==> src/rtl/nn_config_pkg.sv <==
// Shared network configuration: layer sizes, p2s FSM states and width helper.
// Layer sizes feed num_elem of each layer_p2s instance in dnn.
package nn_config_pkg;

  localparam int num_neuron_layer1 = 30;
  localparam int num_neuron_layer2 = 20;
  localparam int num_neuron_layer3 = 10;
  localparam int num_neuron_layer4 = 10;

  typedef enum logic [0:0] {
    P2S_IDLE = 1'b0,
    P2S_SEND = 1'b1
  } p2s_state_e;

  // Index/counter width that stays at least one bit for tiny n.
  function automatic int idx_width(input int n);
    return (n > 2) ? $clog2(n) : 1;
  endfunction

endpackage

==> src/rtl/p2s_frame_buf.sv <==
// Frame storage for layer_p2s: num_buf flat frame registers with write/read pointers.
// Latency: capture visible to the reader one edge later; word mux is combinational.
// Backpressure: free count exposes buffer availability; the reader frees a buffer on rel.
module p2s_frame_buf
  import nn_config_pkg::*;
#(
  parameter int num_elem   = 30,
  parameter int data_width = 16,
  parameter int num_buf    = 2,
  parameter int lsb_first  = 1
) (
  input  logic                                  clk,
  input  logic                                  rst,
  input  logic                                  wr_en,
  input  logic [num_elem*data_width-1:0]        wr_data,
  input  logic                                  rel,
  input  logic [idx_width(num_elem)-1:0]        rd_idx,
  output logic [data_width-1:0]                 rd_word,
  output logic                                  rd_full,
  output logic                                  nxt_avail,
  output logic [idx_width(num_buf+1)-1:0]       free_nxt
);

  localparam int iw = idx_width(num_elem);
  localparam int pw = idx_width(num_buf);
  localparam int cw = idx_width(num_buf + 1);

  logic [num_elem*data_width-1:0] mem [num_buf];
  logic [num_buf-1:0]             full;
  logic [pw-1:0]                  wr_ptr;
  logic [pw-1:0]                  rd_ptr;
  logic [pw-1:0]                  nxt_ptr;
  logic [cw-1:0]                  free_cnt;
  logic [iw-1:0]                  sel;

  function automatic logic [pw-1:0] ptr_inc(input logic [pw-1:0] p);
    return (int'(p) == num_buf - 1) ? '0 : p + 1'b1;
  endfunction

  assign nxt_ptr = ptr_inc(rd_ptr);
  assign rd_full = full[rd_ptr];
  // A frame landing in the next buffer on the same edge still counts, so no bubble.
  assign nxt_avail = (num_buf > 1) && (full[nxt_ptr] || (wr_en && (wr_ptr == nxt_ptr)));
  assign free_nxt  = free_cnt - cw'(wr_en) + cw'(rel);

  always_ff @(posedge clk or negedge rst) begin
    if (!rst) begin
      full     <= '0;
      wr_ptr   <= '0;
      rd_ptr   <= '0;
      free_cnt <= cw'(num_buf);
    end else begin
      free_cnt <= free_nxt;
      if (wr_en) begin
        wr_ptr       <= ptr_inc(wr_ptr);
        full[wr_ptr] <= 1'b1;
      end
      if (rel) begin
        rd_ptr       <= nxt_ptr;
        full[rd_ptr] <= 1'b0;
      end
    end
  end

  // Frame data needs no reset: the full flags gate every read.
  always_ff @(posedge clk) begin
    if (wr_en) mem[wr_ptr] <= wr_data;
  end

  // Indexed select keeps the stored frame intact while streaming.
  assign sel     = (lsb_first != 0) ? rd_idx : (iw'(num_elem - 1) - rd_idx);
  assign rd_word = mem[rd_ptr][int'(sel)*data_width +: data_width];

endmodule

==> src/rtl/layer_p2s.sv <==
// Parallel-to-serial bridge between NN layers; optional LAYER_P2S_INDEX_EN adds o_index/o_frame_cnt.
// Latency: frame captured at edge N shows word 0 after edge N+1; frames stream back-to-back.
// Backpressure: words hold while o_ready is low; i_ready is registered and drops when no buffer is free.
module layer_p2s
  import nn_config_pkg::*;
#(
  parameter int num_elem   = 30,
  parameter int data_width = 16,
  parameter int num_buf    = 2,
  parameter int lsb_first  = 1
) (
  input  logic                            clk,
  input  logic                            rst,
  input  logic [num_elem*data_width-1:0]  i_data,
  input  logic                            i_valid,
  output logic                            i_ready,
  output logic [data_width-1:0]           o_data,
  output logic                            o_valid,
  input  logic                            o_ready,
  output logic                            o_last,
  output logic                            o_overflow
`ifdef LAYER_P2S_INDEX_EN
  ,
  output logic [idx_width(num_elem)-1:0]  o_index,
  output logic [15:0]                     o_frame_cnt
`endif
);

  localparam int iw = idx_width(num_elem);
  localparam int cw = idx_width(num_buf + 1);

  localparam logic [0:0] IDLE = P2S_IDLE;
  localparam logic [0:0] SEND = P2S_SEND;

  logic [0:0]            state;
  logic [iw-1:0]         k;
  logic                  last_k;
  logic                  accept;
  logic                  wr_en;
  logic                  rel;
  logic                  rd_full;
  logic                  nxt_avail;
  logic [cw-1:0]         free_nxt;
  logic [data_width-1:0] rd_word;

  assign wr_en  = i_valid && i_ready;
  assign last_k = (k == iw'(num_elem - 1));
  assign accept = o_valid && o_ready;
  assign rel    = accept && last_k;

  assign o_data = o_valid ? rd_word : '0;
  assign o_last = o_valid && last_k;

  p2s_frame_buf #(
    .num_elem   (num_elem),
    .data_width (data_width),
    .num_buf    (num_buf),
    .lsb_first  (lsb_first)
  ) u_buf (
    .clk       (clk),
    .rst       (rst),
    .wr_en     (wr_en),
    .wr_data   (i_data),
    .rel       (rel),
    .rd_idx    (k),
    .rd_word   (rd_word),
    .rd_full   (rd_full),
    .nxt_avail (nxt_avail),
    .free_nxt  (free_nxt)
  );

  always_ff @(posedge clk or negedge rst) begin
    if (!rst) begin
      state      <= IDLE;
      k          <= '0;
      o_valid    <= 1'b0;
      i_ready    <= 1'b1;
      o_overflow <= 1'b0;
    end else begin
      i_ready <= (free_nxt != '0);
      if (i_valid && !i_ready) o_overflow <= 1'b1;
      case (state)
        IDLE: begin
          if (rd_full) begin
            state   <= SEND;
            o_valid <= 1'b1;
            k       <= '0;
          end
        end
        default: begin
          if (accept) begin
            if (!last_k) begin
              k <= k + 1'b1;
            end else begin
              k <= '0;
              if (!nxt_avail) begin
                state   <= IDLE;
                o_valid <= 1'b0;
              end
            end
          end
        end
      endcase
    end
  end

`ifdef LAYER_P2S_INDEX_EN
  assign o_index = k;

  always_ff @(posedge clk or negedge rst) begin
    if (!rst) o_frame_cnt <= '0;
    else if (rel) o_frame_cnt <= o_frame_cnt + 16'd1;
  end
`endif

endmodule

==> config.mk <==
export PLATFORM = sky130hd
export DESIGN_NAME = layer_p2s
export DESIGN_NICKNAME = d
export VERILOG_FILES = /design/src/rtl/nn_config_pkg.sv /design/src/rtl/p2s_frame_buf.sv /design/src/rtl/layer_p2s.sv
export SDC_FILE = /design/constraint.sdc
export NUM_CORES = 1
export LEC_CHECK = 0
export CORE_MARGIN = 1.5
export CORE_UTILIZATION = 55
export DETAILED_ROUTE_END_ITERATION = 10
export PLACE_DENSITY_LB_ADDON = 0.15
export REMOVE_ABC_BUFFERS = 1
export SYNTH_ARGS = -nofsm -noshare
export SYNTH_HDL_FRONTEND = slang
export SYNTH_HIERARCHICAL = 1
export SYNTH_SLANG_ARGS = --single-unit
==> constraint.sdc <==
create_clock -name clk -period 30.3 [get_ports clk]
set_input_delay 4.545 -clock clk [delete_from_list [all_inputs] [get_ports clk]]
set_output_delay 4.545 -clock clk [all_outputs]
set_load 0.02 [all_outputs]
==> reports/qor.txt, run 1 <==
Static Leakage - 15.0 nW
Final setup fails - 0
Drt first pass iters - 5
RePlAce Congestion - 0.784
Hold WC Path Type - reg2reg
Most used cell, CP - buf_4
Final min period - 10.17 ns
Wire per inst - 27.8 um
Final Hold Fails - 0
Number of fill cells - 4170
FP Rows - 95
Distinct cell type count after synthesis - 62
CTS tree - built
RSZ-0062 raised after global routing - false
Ys async rst share - 0.0154
Initial antenna violation count - 42
Routed Wire Length - 90300 um
Clk pin slew, worst setup/hold paths - 0.06 ns
NumNets Final - 2763
Tcrit/Tclk final - 0.336
Die height - 264 um
CTS Hold Bufs - 0
Share of the yosys chip area belonging to registers - 0.777
Measured slew at the worst slew-check pin - 1.17 ns
Top Metal Used - met5
Post-route ant nets - 0
Critical Path Fanout Max - 48
Crit-path cells - buf_4 > buf_4 > buf_4 > mux4_2 > a221oi_1 > nand2_1 > a31o_1 > and2_1 > clkdlybuf4s50_1
Wire length on met2 - 46500 um
CP arrival - 5.62 ns
Status - finished, final reports clean
DPL Wire Length - 58900 um
Initial DRC Count - 1682
H-tree depth - 3
Initial core utilization - 0.558
Peak supply drop - 56.5 uV
PD cells - 85.7 nW/um^2
Number of global-route vias before repair - 20600
Main synth FF type - edfxtp_1
Worst path max stage delay - 0.81 ns
Share of layout cells above drive strength 1 - 0.161
Yosys reg bits - 975
Yosys synthesis warning count - 6
Synthesized area - 37600 um^2
Global-route wire length before repair - 132000 um
Global route overflow - 0
Critical path launch point type - flip-flop
Setup TNS Final - 0 ns
Clk sinks - 975
Worst Clk Skew - 0.0126 ns
Die ar. - 69900 um^2
Clk_lat worst skew - 0.64 ns
Max Slew Vio Count - 0
Port buffer count - 503
CP max stage cell - buf_4
Largest net degree at the start of global routing - 183
Rel. slew slack - 0.219
F_max - 0.0984 GHz
Mapped Cells - 1743
Met1 WL - 33400 um
Root Buffer - clkbuf_16
CTS resizes - 0
Via-to-Cell Ratio - 6.01
CTS Buffer Depth - 3
Via Count - 19500
Mapped Avg Cell Area - 21.6 um^2
Hold_ws - 0.487 ns
Total track usage - 0.261
Setup Buffers After CTS - 0
Util after Layout - 0.690
Chip width - 264 um
IO Pins - 504
Number of synthesized flops with an enable pin - 960
CP Class - reg2out
Met3 wire length - 7990 um
Max_cap viols - 0
Area delta synth->final - 23.7%
Post-detailed-route DRC marker count - 0
Core Area - 67400 um^2
CP required - 25.76 ns
CTS Buf Count - 97
Worst Setup End Kind - output port
critical path: cells and delay by family, from the launching register on:
family / cells / cell delay, ns
mux: 1 / 0.58
compound gates: 2 / 0.51
buf+inv: 4 / 2.63
flops: 1 / 0.77
simple gates: 2 / 0.29
per-stage QoR:
stage	setup slack [ns]	power [W]	cells	cell area, um^2
6_report	20.13	0.00398	3244	46500
5_1_grt	19.81	0.00415	3232	46500
4_1_cts	20.04	0.00402	3226	46400
3_5_place_dp	20.72	0.00289	3049	43400
3_3_place_gp	20.74	0.00286	3049	43400
2_1_floorplan	3.22	0.00275	1643	37000
logic make-up (layout without fill, tap and decap cells):
| group | after synthesis | after routing | share of synthesized area |
|---|---|---|---|
| AOI/OAI and AO/OA | 195 | 195 | 0.0388 |
| xor gates and xnor gates | 4 | 4 | 0.000932 |
| adders and majority gates | 4 | 4 | 0.00133 |
| buffers and inverters | 107 | 717 | 0.0169 |
| DFF | 975 | 975 | 0.777 |
| muxes | 305 | 305 | 0.144 |
| other | 0 | 18 | 0 |
| and+or+nand+nor | 153 | 153 | 0.0207 |
synthesized netlist by cell type (3+ instances only):
master     number  area (um^2)
edfxtp_1      960        28800
a211oi_1       30          225
nor2b_1        13         81.3
a21oi_1        28          140
mux4_2        188         4230
a211o_1         3         26.3
ha_1            4         50.1
inv_1           7         26.3
clkbuf_1       27          101
nand4_1         4         25.0
a2111oi_2       3         45.0
dfrtp_1        13          325
and2_1         22          138
nand3b_1        3         22.5
nor2_1         15         56.3
o22ai_1        15         93.8
buf_4          21          158
a22o_1         13          114
a221oi_1       13          114
nand2_1        51          191
nand3_1        26          130
and3_1          3         18.8
mux2i_1       114         1140
buf_6          12          135
o22a_1          5         43.8
a2111oi_0       3         26.3
buf_2          37          185
a31o_1          9         78.8
o221ai_1       13          114
a22oi_1        26          195
a31oi_1         4         25.0
o21ai_0         8         40.0
o211ai_1        7         52.6
per-layer routing:
metal  vias up  GRT usage
met2       773      0.442
met1     10000      0.326
met4        54     0.0770
met3       172     0.0818
met5         -          0
li1       8448          -
report_power, final:
group	total [W]	internal (W)	switching (W)	leakage (nW)
Sequential	0.00190	0.00181	0.0000921	9.06
Clock	0.00114	0.000658	0.000478	1.50
Combinational	0.000945	0.000397	0.000547	4.41
final timing paths:
check                      slack [ns]       start               end  depth (start not counted)
max in group asynchronous       25.28         rst              k[0]                          1
setup / recovery                20.13        k[0]         o_data[1]                          9
hold / removal                   0.49  o_overflow        o_overflow                          1
setup reg to reg                26.22     i_ready  u_buf/mem[1][64]                          4
min in group asynchronous        4.39         rst      u_buf/wr_ptr                          1
hold reg to reg                  0.49  o_overflow        o_overflow                          1
state kept, by name, summed over array words and instances, names as in the netlist:
signal and flops:
o_valid 1, u_buf/wr_ptr 1, u_buf/full 2, o_overflow 1, k 5, u_buf/rd_ptr 1, state 1, u_buf/mem 960
i_ready 1, u_buf/free_cnt 2
cells in the final DEF (no fill, tap or decap), types with 22 or more instances in the layout:
master,netlist,routed
a22oi_1,26,26
mux4_2,188,188
nand2_1,51,51
a211oi_1,30,30
clkbuf_16,0,101
clkinv_1,0,23
edfxtp_1,960,960
nand3_1,26,26
mux2i_1,114,114
clkinv_2,0,22
clkdlybuf4s50_1,0,503
a21oi_1,28,28
buf_4,21,27
layout make-up:
type | count | area [um^2] | area share
Tap cell | 873 | 1090 | 0.0235
Sequential cell | 975 | 29200 | 0.629
Antenna cell | 18 | 45.0 | 0.000969
Timing Repair Buffer | 533 | 5300 | 0.114
Multi-Input combinational cell | 661 | 7780 | 0.167
Inverter | 7 | 26.3 | 0.000565
Clock buffer | 125 | 2660 | 0.0572
Clock inverter | 52 | 364 | 0.00783
No activity file was read; power rests on OpenSTA's default activity.
==> run 2, diff against run 1 <==
--- a/config.mk
+++ b/config.mk
@@ -6,7 +6,7 @@
 export NUM_CORES = 1
 export LEC_CHECK = 0
 export CORE_MARGIN = 1.5
-export CORE_UTILIZATION = 55
+export CORE_UTILIZATION = 50
 export DETAILED_ROUTE_END_ITERATION = 10
 export PLACE_DENSITY_LB_ADDON = 0.15
 export REMOVE_ABC_BUFFERS = 1
==> constraint.sdc (replaced) <==
create_clock -name clk -period 8.7 [get_ports clk]
set_input_delay 1.305 -clock clk [delete_from_list [all_inputs] [get_ports clk]]
set_output_delay 1.305 -clock clk [all_outputs]
set_load 0.02 [all_outputs]
==> reports/qor.txt, run 2 (synthesized netlist as in run 1, its figures left out) <==
Status - finished, final reports clean
Clk pin slew, worst setup/hold paths - 0.06 ns
Worst Setup End Kind - output port
Most frequent cells in the layout - edfxtp_1, clkdlybuf4s50_1, mux4_2, mux2i_1, clkbuf_16
Initial DRC Count - 1738
Worst path max stage delay - 0.92 ns
Routed Wire Length - 90900 um
CP required - 7.39 ns
Total track usage - 0.238
RSZ-0062 raised after global routing - false
Via Count - 19300
CTS resizes - 0
Setup TNS Final - 0 ns
Critical path launch point type - flip-flop
CTS Buf Count - 99
Util after Layout - 0.630
Max_cap viols - 0
Tcrit/Tclk final - 0.703
DPL Wire Length - 59100 um
Number of fill cells - 5110
Total power - 0.0142 W
NumNets Final - 2760
Rel. slew slack - 0.196
Peak supply drop - 223 uV
Number of global-route vias before repair - 20600
Hold WC Path Type - reg2reg
Die height - 277 um
Post-Place Cells - 3140
Initial core utilization - 0.505
Clk_lat worst skew - 0.66 ns
Area delta synth->final - 24.8%
H-tree depth - 3
Global route overflow - 0
Register area - 29200 um^2
CTS Buffer Depth - 3
Drt first pass iters - 5
Final min period - 6.12 ns
Largest regs - u_buf/mem (960), k (5)
CP max stage cell - dfrtp_4
Worst Clk Skew - 0.0158 ns
CTS Hold Bufs - 0
Via-to-Cell Ratio - 5.77
Largest net degree at the start of global routing - 134
Global-route wire length before repair - 133000 um
Core Area - 74400 um^2
Post-route ant nets - 0
Max Slew Vio Count - 0
CTS tree - built
CP arrival - 4.81 ns
Critical Path Fanout Max - 43
Final Hold Fails - 0
Non-filler cells, final - 3350
Post-detailed-route DRC marker count - 0
Setup Buffers After CTS - 0
CP Class - reg2out
Final setup fails - 0
Die ar. - 76800 um^2
Static Leakage - 15.1 nW
Commonest non-fill, non-tap cell in the layout - edfxtp_1
Min setup slack post-route - 2.58 ns
RePlAce Congestion - 0.792
Initial antenna violation count - 57
Wire per inst - 27.1 um
F_max - 0.163 GHz
Measured slew at the worst slew-check pin - 1.21 ns
Chip width - 277 um
Biggest register - u_buf/mem
Max reg flops - 960
Crit-path cells - nand3b_1 > o221ai_1 > a211oi_1 > a211oi_1 > a31o_1 > and2_1 > clkdlybuf4s50_1
FP Rows - 100
Share of layout cells above drive strength 1 - 0.163
Clk sinks - 975
Port buffer count - 503
Pre-CTS WS - 3.16 ns
Root Buffer - clkbuf_16
PD cells - 303 nW/um^2
IO Pins - 504
Most used cell, CP - a211oi_1
Footprint of the multi-input gates - 7790 um^2
## run 2: changes by cell type in the layout (fill, tap and decap cells not counted), sizes merged
cell      before  now
bufinv         5   13
diode         18   26
buf           30   25
clkinvlp       0    5
clkinv        45   41
clkbuf       125  122
inv            9   10
## run 2: path summary, 6_finish.rpt
path,start,to,slack (ns),cells past startpoint
min reg2reg,o_overflow,o_overflow,0.48,1
max,k[0],o_data[1],2.58,7
min,o_overflow,o_overflow,0.48,1
max in group asynchronous,rst,k[0],6.94,1
min in group asynchronous,rst,o_overflow,1.14,1
max reg2reg,k[0],i_ready,5.40,8
## run 2: layout make-up
| cell class | count | share of cell area |
|---|---|---|
| inverters | 7 | 0.000560 |
| repair buffers | 528 | 0.113 |
| diodes | 26 | 0.00139 |
| clock buffers | 122 | 0.0557 |
| well taps | 969 | 0.0258 |
| multi-input cells | 661 | 0.166 |
| clock inverters | 62 | 0.0150 |
| flip-flops and latches | 975 | 0.623 |
## run 2: stage by stage
stage | area, um^2 | hold slack (ns)
floorplan | 37000 | 0.455
detailed placement | 43500 | 0.467
global placement | 43500 | 0.439
finish | 46900 | 0.478
global route | 46900 | 0.490
CTS | 46900 | 0.481
## run 2: worst max-delay path, delay by kind of cell (launching register included)
family / cells / cell delay [ns]
compound gates: 4 / 1.55
flops: 1 / 0.92
buf+inv: 1 / 0.62
simple gates: 2 / 1.03
## run 2: per-layer routing
metal / up-vias / share of wire / track usage
li1: 8477 / - / -
met1: 9876 / 0.38 / 0.300
met2: 711 / 0.50 / 0.390
met3: 207 / 0.085 / 0.0801
met4: 70 / 0.027 / 0.0786
met5: - / 0.0048 / 0
## run 2: power breakdown
group          total [W]  switching (W)  internal, W
combinational    0.00326        0.00187      0.00138
sequential       0.00666       0.000359      0.00631
clock            0.00429        0.00176      0.00253
